===== config.mk =====
export PLATFORM = sky130hd
export DESIGN_NAME = bp_nonsynth_host_master
export DESIGN_NICKNAME = d
export VERILOG_FILES = /design/src/rtl/bp_nonsynth_host_master.sv
export SDC_FILE = /design/constraint.sdc
export NUM_CORES = 1
export LEC_CHECK = 0
export ABC_AREA = 1
export BUFFER_PORTS_ARGS = -buffer_cell sky130_fd_sc_hd__buf_2
export CAP_MARGIN = 10
export CORE_AREA = 5 5 102 104
export DETAILED_ROUTE_END_ITERATION = 12
export DIE_AREA = 0 0 107 109
export PLACE_DENSITY = 0.7
export REMOVE_ABC_BUFFERS = 1
export SETUP_SLACK_MARGIN = 0.1
export SYNTH_ARGS = -nofsm -noshare
export SYNTH_HDL_FRONTEND = slang
export SYNTH_SLANG_ARGS = --single-unit

===== constraint.sdc =====
create_clock -name clk_i -period 2.05 [get_ports clk_i]
set_clock_uncertainty 0.05 [all_clocks]
set_input_delay 0.3075 -clock clk_i [delete_from_list [all_inputs] [get_ports clk_i]]
set_output_delay 0.3075 -clock clk_i [all_outputs]
set_load 0.005 [all_outputs]

===== src/rtl/bp_nonsynth_host_master.sv =====
// Test-side host I/O initiator: turns putchar / getchar / finish requests into
// uncached memory commands, waits for the matching response, checks it, and
// returns getchar data. Only one transaction is outstanding at a time.
// Processor configuration is given as discrete parameters and the memory
// message layout is defined locally, MSB to LSB:
//   {data, payload, size, addr, msg_type}
module bp_nonsynth_host_master
  #(parameter int unsigned paddr_width_p        = 40
  , parameter int unsigned cce_block_width_p    = 64
  , parameter int unsigned lce_id_width_p       = 4
  , parameter int unsigned lce_assoc_p          = 8
  , parameter int unsigned num_core_p           = 4
  , parameter logic [63:0] putchar_addr_p       = 64'h0010_1000
  , parameter logic [63:0] getchar_addr_p       = 64'h0010_0000
  , parameter logic [63:0] finish_addr_p        = 64'h0010_2000
  , parameter int unsigned timeout_p            = 1024
  , localparam int unsigned core_width_lp        = (num_core_p > 1) ? $clog2(num_core_p) : 1
  , localparam int unsigned payload_width_lp     = lce_id_width_p + $clog2(lce_assoc_p)
  , localparam int unsigned cce_mem_msg_width_lp = cce_block_width_p + payload_width_lp + 3
                                                   + paddr_width_p + 4
  )
  (input  logic                            clk_i
  , input  logic                            reset_i

  , output logic [cce_mem_msg_width_lp-1:0] io_cmd_o
  , output logic                            io_cmd_v_o
  , input  logic                            io_cmd_yumi_i

  , input  logic [cce_mem_msg_width_lp-1:0] io_resp_i
  , input  logic                            io_resp_v_i
  , output logic                            io_resp_ready_o

  , input  logic [7:0]                      putchar_data_i
  , input  logic                            putchar_v_i
  , output logic                            putchar_ready_o

  , input  logic                            getchar_v_i
  , output logic                            getchar_ready_o
  , output logic [7:0]                      getchar_data_o
  , output logic                            getchar_data_v_o

  , input  logic                            finish_v_i
  , input  logic [core_width_lp-1:0]        finish_core_i
  , input  logic                            finish_fail_i
  , output logic                            finish_ready_o

  , output logic                            busy_o
  , output logic                            error_o
  );

  localparam logic [3:0] uc_rd_lp  = 4'd2;
  localparam logic [3:0] uc_wr_lp  = 4'd3;
  localparam logic [2:0] size_8_lp = 3'b011;

  localparam int unsigned cnt_width_lp = $clog2(timeout_p + 1);
  localparam logic [cnt_width_lp-1:0] cnt_last_lp = cnt_width_lp'(timeout_p - 1);

  typedef struct packed {
    logic [cce_block_width_p-1:0] data;
    logic [payload_width_lp-1:0]  payload;
    logic [2:0]                   size;
    logic [paddr_width_p-1:0]     addr;
    logic [3:0]                   msg_type;
  } msg_s;

  typedef enum logic [1:0] {IDLE, SEND, WAIT} state_e;

  state_e state, state_n;
  msg_s   cmd_r, cmd_n, resp;
  logic   get_r, get_n;
  logic   load;
  logic   timeout;
  logic   mismatch;
  logic   set_error;
  logic [cnt_width_lp-1:0] cnt;
  logic [63:0] fin_addr;

  // Only the header fields and the low data byte of a response are inspected.
  logic unused_resp_bits;

  assign resp     = msg_s'(io_resp_i);
  assign io_cmd_o = cmd_r;
  assign busy_o   = (state != IDLE);
  assign fin_addr = finish_addr_p | (64'(finish_core_i) << 3);
  assign mismatch = (resp.msg_type != cmd_r.msg_type) || (resp.addr != cmd_r.addr);
  assign unused_resp_bits = ^{resp.data[cce_block_width_p-1:8], resp.payload, resp.size};

  // Next state, handshakes and request-to-command encoding.
  always_comb begin
    state_n         = state;
    load            = 1'b0;
    cmd_n           = '0;
    get_n           = 1'b0;
    timeout         = 1'b0;
    finish_ready_o  = 1'b0;
    putchar_ready_o = 1'b0;
    getchar_ready_o = 1'b0;
    io_cmd_v_o      = 1'b0;
    io_resp_ready_o = 1'b0;
    cmd_n.size      = size_8_lp;
    case (state)
      IDLE: begin
        if (finish_v_i) begin
          finish_ready_o = 1'b1;
          load           = 1'b1;
          cmd_n.msg_type = uc_wr_lp;
          cmd_n.addr     = fin_addr[paddr_width_p-1:0];
          cmd_n.data[0]  = finish_fail_i;
          state_n        = SEND;
        end else if (putchar_v_i) begin
          putchar_ready_o  = 1'b1;
          load             = 1'b1;
          cmd_n.msg_type   = uc_wr_lp;
          cmd_n.addr       = putchar_addr_p[paddr_width_p-1:0];
          cmd_n.data[7:0]  = putchar_data_i;
          state_n          = SEND;
        end else if (getchar_v_i) begin
          getchar_ready_o = 1'b1;
          load            = 1'b1;
          get_n           = 1'b1;
          cmd_n.msg_type  = uc_rd_lp;
          cmd_n.addr      = getchar_addr_p[paddr_width_p-1:0];
          state_n         = SEND;
        end
      end
      SEND: begin
        io_cmd_v_o = 1'b1;
        if (io_cmd_yumi_i) state_n = WAIT;
      end
      WAIT: begin
        io_resp_ready_o = 1'b1;
        if (io_resp_v_i) begin
          state_n = IDLE;
        end else if (cnt == cnt_last_lp) begin
          timeout = 1'b1;
          state_n = IDLE;
        end
      end
      default: state_n = IDLE;
    endcase
  end

  assign set_error = timeout
                   || ((state == WAIT) && io_resp_v_i && mismatch)
                   || ((state != WAIT) && io_resp_v_i);

  // State register.
  always_ff @(posedge clk_i) begin
    if (reset_i) state <= IDLE;
    else         state <= state_n;
  end

  // Command register, held stable from accept until the response returns.
  always_ff @(posedge clk_i) begin
    if (reset_i) begin
      cmd_r <= '0;
      get_r <= 1'b0;
    end else if (load) begin
      cmd_r <= cmd_n;
      get_r <= get_n;
    end
  end

  // Response timeout counter: cleared on command accept, saturating in WAIT.
  always_ff @(posedge clk_i) begin
    if (reset_i)                                cnt <= '0;
    else if ((state == SEND) && io_cmd_yumi_i) cnt <= '0;
    else if ((state == WAIT) && (cnt != '1))    cnt <= cnt + 1'b1;
  end

  // Sticky error flag.
  always_ff @(posedge clk_i) begin
    if (reset_i)        error_o <= 1'b0;
    else if (set_error) error_o <= 1'b1;
  end

  // Registered getchar return with a one-cycle valid pulse.
  always_ff @(posedge clk_i) begin
    if (reset_i) begin
      getchar_data_o   <= '0;
      getchar_data_v_o <= 1'b0;
    end else begin
      getchar_data_v_o <= (state == WAIT) && io_resp_v_i && get_r;
      if ((state == WAIT) && io_resp_v_i && get_r) getchar_data_o <= resp.data[7:0];
    end
  end

endmodule


==> results.tsv, run 1 <==
metric	value	unit
status	finished clean	
netlist_top_cells_area	dfxtp_1 (30%), buf_4 (30%), nand2_1 (12%), a21oi_1 (6.5%), nor2_1 (6.3%)	
design_area	2987	um2
grt_pass1_wl	8542	um
net-switching-power	0.4571	mW
vdd_drop_max	453.9	uV
p_per_area	584.3	nW/um2
drive_above_1_share	26.39	%
cts_tree	yes	
clk_pin_slew	0.08	ns
routedWlPerCell	9.903	um
fp-row-count	36	
path_class	reg -> out	
htree_levels	2	
startpoint_type	register	
hold_buffers	0	
start_util	27.84	%
die_x	107	um
dp.cells	591	
fmax	0.5826	GHz
arrival	1.36	ns
ys_types	29	
maxSlewViolCount	0	
clockBufferDepth	2	
power.share.clock	37.5	%
fin_util	31.57	%
synth_common_cells	buf_4 (104), nand2_1 (81), nor2_1 (44)	
yosysWarningCount	0	
cp_max_fo	5	
finalPower	1.745	mW
worstSetupEndpointType	primary output	
synth-edff-count	0	
synth_cells	382	
seq_area_frac_synth	29.64	%
grt_overflow	0	
ios	270	
finalSetupViolCount	0	
place_area	2869	um2
gp_congestion	0.8116	
nNetsFinal	621	
antenna_found_initial	2	
ys.flop_type	dfxtp_1	
via_per_inst	3.795	
yosysTopAreaCell	dfxtp_1	
wl	5932	um
max_stage_delay	0.33	ns
syn_area	2634	um2
grt_util_all_layers	9.239	%
holdCritPathClass	in -> reg	
dieArea	11660	um2
core_area	9459	um2
pre_cts_slack	0.4276	ns
min_period	1.716	ns
post_cts_buffers	0	
crit_slowest_cell	dfxtp_1	
dp_hpwl	5045	um
timing.rr.start	cnt[0]	
hold_violations	0	
cp_num_buf_inv	2	
critPathLaunch	state[1]	
seqPwrFrac	46.1	%
drc	0	
power.leakage	1.562	nW
antenna_cells	0	
power_frac_comb	16.4	%
cts_buffers	5	
cts_resized	0	
drt-pass1-iter-count	4	
vias	2273	
path_delay_family	simple AND/OR/NAND/NOR gates	
synthArstFlopShare	0	%
synth.top_cell.area_share	29.64	%
ys_ff_latch	39	
cap_violations	0	
period_share	83.73	%
finalNonFillerCells	599	
yosysMostFrequentCell	buf_4	
grt_pass1_vias	1897	
p_int	1.288	mW
setup_ws	0.3336	ns
ant_nets	0	
area_delta_synth_final	13.40	%
grt_max_degree	28	
root_buffer	clkbuf_8	
switching_share	26.19	%
numPortBuffers	102	
first_iter_violations	95	
path_common_cell	nor2_1	
die_h	109	um
numClockSinks	39	
rsz0062_at_grt	false	
holdCritStartpoint	putchar_data_i[5]	
crit_chain	nor2_1 > inv_1 > nor2_1 > buf_2	
syn_avg_cell_area	6.895	um2
holdWs	0.2130	ns
tns	0	ns
insertion_delay	0.29	ns
cp.required	1.69	ns
path summary, 6_finish.rpt:
check | end | slack [ns] | depth (start not counted)
worst min-delay path | io_cmd_o[59] | 0.21 | 3
worst max-delay path | finish_ready_o | 0.33 | 4
worst max register to register | cnt[5] | 0.41 | 9
worst min register to register | error_o | 0.41 | 2
routing by layer:
| layer | vias up | track usage (%) | wire (um) |
|---|---|---|---|
| li1 | 1183 | - | - |
| met1 | 956 | 10.48 | 2330 |
| met2 | 121 | 15.29 | 2691 |
| met3 | 9 | 4.144 | 800 |
| met4 | 4 | 3.562 | 82 |
| met5 | - | 0 | 27 |
worst reg2reg max path, cell delays in order, from the launching register on:
cell and delay [ns]:
dfxtp_1 0.37, ha_1 0.22, inv_1 0.09, nor2_4 0.15
nand4_2 0.13, nand2_2 0.22, inv_2 0.11, nand2_1 0.08
nand2_1 0.05, a21oi_1 0.11
cells in the final DEF (no fill, tap or decap), types with 6 or more instances in the layout:
master and instances:
buf_2 102, nand2_1 81, inv_1 26, dfxtp_1 39, clkbuf_8 6, nor2_1 44
conb_1 101, nand3_1 16, a21oi_1 34
power by group through the flow:
stage	clock, mW	combinational (mW)	sequential [mW]
after floorplan	0	0.144	0.822
after global placement	0	0.281	0.822
after detailed placement	0	0.282	0.823
after CTS	0.676	0.283	0.805
after global routing	0.701	0.331	0.810
final	0.655	0.286	0.805
area by class of cell:
| cell class | instances | area (um2) |
|---|---|---|
| multi-input cells | 306 | 1315 |
| well taps | 114 | 142.6 |
| clock buffers | 6 | 82.58 |
| fillers | 1081 | 6472 |
| flip-flops and latches | 39 | 780.7 |
| repair buffers | 104 | 525.5 |
| inverters | 28 | 105.1 |
| clock inverters | 2 | 35.03 |
kinds of logic (layout without fill, tap and decap cells):
logic type,Yosys count,count (layout),synth area share [%]
AOI/OAI and AO/OA,43,43,8.408
buffers and inverters,137,140,34.68
other,1,101,0.1424
and+or+nand+nor,159,159,25.99
adders and majority gates,1,1,0.4750
DFF,39,39,29.64
xor gates and xnor gates,2,2,0.6652
registers in the layout, summed over array words and instances, names as in the netlist:
name / flops
error_o: 1
state: 2
get_r: 1
getchar_data_v_o: 1
io_cmd_o: 15
cnt: 11
getchar_data_o: 8
Power figures use the tool's default switching activity.
==> run 2: changes to the inputs <==
--- a/config.mk
+++ b/config.mk
@@ -5,13 +5,13 @@
 export SDC_FILE = /design/constraint.sdc
 export NUM_CORES = 1
 export LEC_CHECK = 0
-export ABC_AREA = 1
+export ABC_AREA = 0
 export BUFFER_PORTS_ARGS = -buffer_cell sky130_fd_sc_hd__buf_2
 export CAP_MARGIN = 10
-export CORE_AREA = 5 5 102 104
+export CORE_AREA = 5 5 101 103
 export DETAILED_ROUTE_END_ITERATION = 12
-export DIE_AREA = 0 0 107 109
-export PLACE_DENSITY = 0.7
+export DIE_AREA = 0 0 106 108
+export PLACE_DENSITY = 0.69
 export REMOVE_ABC_BUFFERS = 1
 export SETUP_SLACK_MARGIN = 0.1
 export SYNTH_ARGS = -nofsm -noshare
==> constraint.sdc (replaced) <==
create_clock -name clk_i -period 1.7 [get_ports clk_i]
set_clock_uncertainty 0.05 [all_clocks]
set_input_delay 0.255 -clock clk_i [delete_from_list [all_inputs] [get_ports clk_i]]
set_output_delay 0.255 -clock clk_i [all_outputs]
set_load 0.005 [all_outputs]
==> results.tsv, run 2 <==
metric	value	unit	change
fmax	0.6290	GHz	
htree_levels	2		unchanged
arrival	1.75	ns	was 1.36 ns
drc	0		unchanged
antenna_cells	0		unchanged
first_iter_violations	53		was 95
tns	0	ns	unchanged
seqPwrFrac	50.3	%	was 46.1%
ys.flop_type	dfxtp_1		unchanged
nNetsFinal	544		was 621
maxSlewViolCount	0		unchanged
clk_pin_slew	0.07	ns	was 0.08 ns
numPortBuffers	102		unchanged
path_class	reg -> reg		was reg -> out
wl	5811	um	was 5932 um
antenna_found_initial	1		was 2
grt_overflow	0		unchanged
top_usage_layer	met2		unchanged
dp_hpwl	4847	um	was 5045 um
switching_share	27.88	%	was 26.19%
ios	270		unchanged
gp_congestion	0.7714		was 0.8116
core_area	9109	um2	was 9459 um2
routedWlPerCell	11.20	um	was 9.903 um
rsz0062_at_grt	true		was false
syn_area	2464	um2	was 2634 um2
yosysWarningCount	0		unchanged
clockBufferDepth	2		unchanged
cp.required	1.86	ns	was 1.69 ns
finalPower	1.936	mW	was 1.745 mW
power.leakage	1.435	nW	was 1.562 nW
fillers	943		was 1081
fp-row-count	35		was 36
finalNonFillerCells	519		was 599
ys_types	38		was 29
root_buffer	clkbuf_8		unchanged
grt_util_all_layers	9.070	%	was 9.239%
synth.top_cell.area_share	31.69	%	was 29.64%
worst_pin_slew	0.6595	ns	
net-switching-power	0.5397	mW	was 0.4571 mW
min_period	1.590	ns	
mostFrequentLayoutCell	buf_2		unchanged
worstSetupEndpointType	register		was primary output
yosysTopAreaCell	dfxtp_1		unchanged
status	finished clean		unchanged
via_per_inst	3.971		was 3.795
period_share	93.52	%	
dp.cells	506		was 591
netlist_top_cells_area	dfxtp_1 (32%), buf_4 (31%), a21oi_1 (3.9%), nand2_1 (3.8%), nor2_1 (3.8%)		was dfxtp_1 (30%), buf_4 (30%), nand2_1 (12%), a21oi_1 (6.5%), nor2_1 (6.3%)
insertion_delay	0.29	ns	about the same
cp_max_fo	8		was 5
synth-edff-count	0		unchanged
numClockSinks	39		unchanged
grt_max_degree	29		was 28
grt_use_met3	3.463	%	was 4.144%
dieArea	11450	um2	was 11660 um2
cts_tree	yes		unchanged
cts_buffers	5		unchanged
p_int	1.396	mW	was 1.288 mW
final_cell_mix	buf_2 (102), conb_1 (101), dfxtp_1 (37)		was buf_2 (102), conb_1 (101), nand2_1 (81)
maxSlewHeadroom	56.03	%	
synth_common_cells	buf_4 (103), dfxtp_1 (39), nand2_1 (25), nor2_1 (25), a21oi_1 (19)		was buf_4 (104), nand2_1 (81), nor2_1 (44)
drt-pass1-iter-count	4		unchanged
vdd_drop_max	425.5	uV	was 453.9 uV
met2_usage	16.21	%	was 15.29%
synthArstFlopShare	0	%	unchanged
startpoint_type	register		unchanged
seq_area	783.3	um2	was 780.7 um2
p_per_area	670.0	nW/um2	was 584.3 nW/um2
syn_avg_cell_area	8.240	um2	was 6.895 um2
hold_buffers	0		unchanged
hold_violations	0		unchanged
holdCritPathClass	in -> reg		unchanged
area_delta_synth_final	17.27	%	was 13.40%
power_frac_comb	18.7	%	was 16.4%
grt_pass1_wl	8556	um	was 8542 um
start_util	27.05	%	was 27.84%
grt_pass1_vias	1891		was 1897
yosysMostFrequentCell	buf_4		unchanged
multi_input_area	1300	um2	was 1315 um2
grt_util_met1	9.669	%	was 10.48%
seq_area_frac_synth	31.69	%	was 29.64%
synth_cells	299		was 382
vias	2061		was 2273
ant_nets	0		unchanged
cap_violations	0		unchanged
die_x	106	um	was 107 um
drive_above_1_share	33.09	%	was 26.39%
die_h	108	um	was 109 um
power.share.clock	31.0	%	was 37.5%
fin_util	31.72	%	was 31.57%
largest_reg_flops	15		unchanged
holdWs	0.1479	ns	was 0.2130 ns
ys_ff_latch	39		unchanged
finalSetupViolCount	0		unchanged
## run 2: cell count changes after synthesis, moves of 10 or more
cell / previous run / this run
a21oi_1: 34 / 19
a22oi_1: 0 / 10
inv_1: 26 / 4
nand2_1: 81 / 25
nand3_1: 16 / 4
nor2_1: 44 / 25
nor4_1: 0 / 11
## run 2: final timing paths
kind / slack (ns) / end / startpoint / depth (start not counted)
worst min register to register: 0.41 / getchar_data_o[1] / getchar_data_o[1] / 2
worst min-delay path: 0.15 / getchar_data_o[7] / io_resp_i[61] / 3
worst max-delay path: 0.11 / cnt[9] / cnt[0] / 5
worst max register to register: 0.11 / cnt[9] / cnt[0] / 5
## run 2: layer usage
| metal | vias to the layer above | part of all wire (%) |
|---|---|---|
| met5 | - | 0.12 |
| met4 | 2 | 1.5 |
| met3 | 9 | 13 |
| met2 | 123 | 48 |
| met1 | 906 | 38 |
| li1 | 1021 | - |
## run 2: stage by stage
step / setup WS [ns] / cell area (um2)
after floorplan: 0.1860 / 2041
after global placement: -0.008042 / 2713
after detailed placement: -0.07578 / 2713
after CTS: 0.08697 / 2805
after global routing: 0.04394 / 2889
final: 0.1101 / 2889
## run 2: kinds of logic (layout without fill, tap and decap cells)
group | Yosys count | count (layout) | synth area share (%)
multiplexers | 1 | 1 | 0.4063
XOR/XNOR | 11 | 11 | 3.911
flip-flops | 39 | 39 | 31.69
adder cells (fa/ha/maj) | 1 | 1 | 0.5078
AND/OR/NAND/NOR | 90 | 90 | 18.99
other | 1 | 101 | 0.1522
buffers and inverters | 113 | 122 | 33.01
AO/OA/AOI/OAI | 43 | 43 | 11.33
## run 2: power groups by stage
stage	clock network (mW)	registers, mW	logic, mW
2_1_floorplan	0	0.993	0.155
6_report	0.600	0.975	0.362
3_5_place_dp	0	0.994	0.330
4_1_cts	0.627	0.974	0.333
5_1_grt	0.664	0.980	0.405
3_3_place_gp	0	0.993	0.325
## run 2: cell type report
class	count	area share, %
Timing Repair Buffer	110	19.75
Clock inverter	1	0.1732
Sequential cell	39	27.11
Clock buffer	7	2.642
Inverter	4	0.5197
Tap cell	111	4.807
Multi-Input combinational cell	247	45.00
## run 2: repair_timing
| action | in CTS | in global routing |
|---|---|---|
| setup buffers | 0 | 5 |
| pin swaps | 0 | 1 |
| cloned | 0 | 0 |
| endpoints found under the setup margin | 6 | 19 |
| gates resized for setup | 4 | 10 |
## run 2: worst max-delay path, stage by stage (launching register included)
cell       delay (ns)
dfxtp_1          0.33
ha_1             0.24
nand4_4          0.18
o2111ai_2        0.19
or3_1            0.37
a21oi_1          0.15
==> run 3: changes to the inputs <==
--- a/config.mk
+++ b/config.mk
@@ -5,13 +5,13 @@
 export SDC_FILE = /design/constraint.sdc
 export NUM_CORES = 1
 export LEC_CHECK = 0
-export ABC_AREA = 0
+export ABC_AREA = 1
 export BUFFER_PORTS_ARGS = -buffer_cell sky130_fd_sc_hd__buf_2
 export CAP_MARGIN = 10
-export CORE_AREA = 5 5 101 103
+export CORE_AREA = 5 5 103 105
 export DETAILED_ROUTE_END_ITERATION = 12
-export DIE_AREA = 0 0 106 108
-export PLACE_DENSITY = 0.69
+export DIE_AREA = 0 0 108 110
+export PLACE_DENSITY = 0.68
 export REMOVE_ABC_BUFFERS = 1
 export SETUP_SLACK_MARGIN = 0.1
 export SYNTH_ARGS = -nofsm -noshare
==> results.tsv, run 3 (synthesis results as in run 1) <==
metric	value	unit	change
fillers	1057		was 943
holdWs	0.1632	ns	was 0.1479 ns
drt-pass1-iter-count	4		unchanged
period_share	89.90	%	was 93.52%
fp-row-count	36		was 35
grt_max_degree	28		was 29
drive_above_1_share	29.07	%	was 33.09%
die_h	110	um	was 108 um
path_class	reg -> reg		unchanged
nNetsFinal	628		was 544
worstSetupEndpointType	register		unchanged
antenna_found_initial	2		was 1
ant_nets	0		unchanged
largest_reg_flops	15		unchanged
routedWlPerCell	10.04	um	was 11.20 um
grt_overflow	0		unchanged
startpoint_type	register		unchanged
cp.required	1.83	ns	was 1.86 ns
cts_buffers	5		unchanged
core_area	9549	um2	was 9109 um2
die_x	108	um	was 106 um
status	finished clean		unchanged
hold_violations	0		unchanged
clockBufferDepth	2		unchanged
root_buffer	clkbuf_8		unchanged
grt_pass1_vias	1875		was 1891
wl	6273	um	was 5811 um
antenna_cells	0		unchanged
dieArea	11880	um2	was 11450 um2
insertion_delay	0.29	ns	about the same
cp_max_fo	8		unchanged
arrival	1.66	ns	was 1.75 ns
grt_util_all_layers	9.133	%	was 9.070%
final_cell_mix	buf_2 (102), conb_1 (101), nand2_1 (80)		was buf_2 (102), conb_1 (101), dfxtp_1 (37)
area_delta_synth_final	16.67	%	was 17.27%
finalPower	1.953	mW	was 1.936 mW
fin_util	32.18	%	was 31.72%
holdCritPathClass	in -> reg		unchanged
finalSetupViolCount	0		unchanged
clk_pin_slew	0.08	ns	was 0.07 ns
min_period	1.528	ns	was 1.590 ns
vdd_drop_max	473.5	uV	was 425.5 uV
htree_levels	2		unchanged
cts_tree	yes		unchanged
first_iter_violations	98		was 53
tns	0	ns	unchanged
p_per_area	635.7	nW/um2	was 670.0 nW/um2
fmax	0.6543	GHz	was 0.6290 GHz
rsz0062_at_grt	false		was true
cap_violations	0		unchanged
ios	270		unchanged
gp_congestion	0.8064		was 0.7714
numClockSinks	39		unchanged
grt_pass1_wl	8590	um	was 8556 um
reg2reg_slack	0.17	ns	was 0.11 ns
via_per_inst	3.757		was 3.971
start_util	27.58	%	was 27.05%
mostFrequentLayoutCell	buf_2		unchanged
maxSlewViolCount	0		unchanged
power.leakage	1.589	nW	was 1.435 nW
dp_hpwl	5290	um	was 4847 um
numPortBuffers	102		unchanged
vias	2348		was 2061
drc	0		unchanged
[run 3: what timing repair did]
action,CTS,global route
pin swaps,0,3
endpoints found under the hold margin,0,0
resized for setup,1,9
hold buffers,0,0
endpoints found under the setup margin,2,12
setup buffers,0,5
[run 3: metal layers]
metal	track usage, %	wire length, um	up-vias
met5	0	40	-
met4	2.705	56	4
met3	3.727	816	9
met2	15.67	2980	127
met1	10.46	2379	1009
li1	-	-	1199
[run 3: metrics by stage]
stage	setup slack (ns)	area (um2)	std cells
6_report	0.1716	3073	625
5_1_grt	0.06637	3073	625
4_1_cts	0.1111	2994	620
3_5_place_dp	0.1305	2908	612
3_3_place_gp	0.1398	2908	612
2_1_floorplan	0.2959	2201	373
[run 3: final timing paths]
path / start / endpoint / cells after the start
worst max-delay path: cnt[0] / cnt[3] / 9
worst min-delay path: finish_core_i[1] / io_cmd_o[8] / 3
worst max register to register: cnt[0] / cnt[3] / 9
worst min register to register: error_o / error_o / 2
[run 3: cell type report]
class | instances | area (um2) | share of cell area (%)
sequential | 39 | 783.3 | 25.49
clock buffer | 5 | 68.82 | 2.239
tap | 133 | 166.4 | 5.415
inverter | 28 | 108.9 | 3.542
multi-input combinational | 306 | 1340 | 43.61
clock inverter | 3 | 15.01 | 0.4886
timing repair buffer | 111 | 590.6 | 19.22
[run 3: worst max-delay path: stages (launching register included)]
cell	delay, ns
dfxtp_2	0.36
ha_2	0.19
inv_1	0.07
nor2_4	0.15
nand4_2	0.16
nand2_4	0.17
buf_4	0.13
nor2_1	0.03
nand2_1	0.06
a21oi_1	0.06
[run 3: power breakdown]
group	internal, mW	leakage (nW)	switching (mW)
Combinational	0.153	1.22	0.222
Clock	0.281	0.0477	0.325
Sequential	0.946	0.318	0.0265
Total	1.38	1.59	0.574
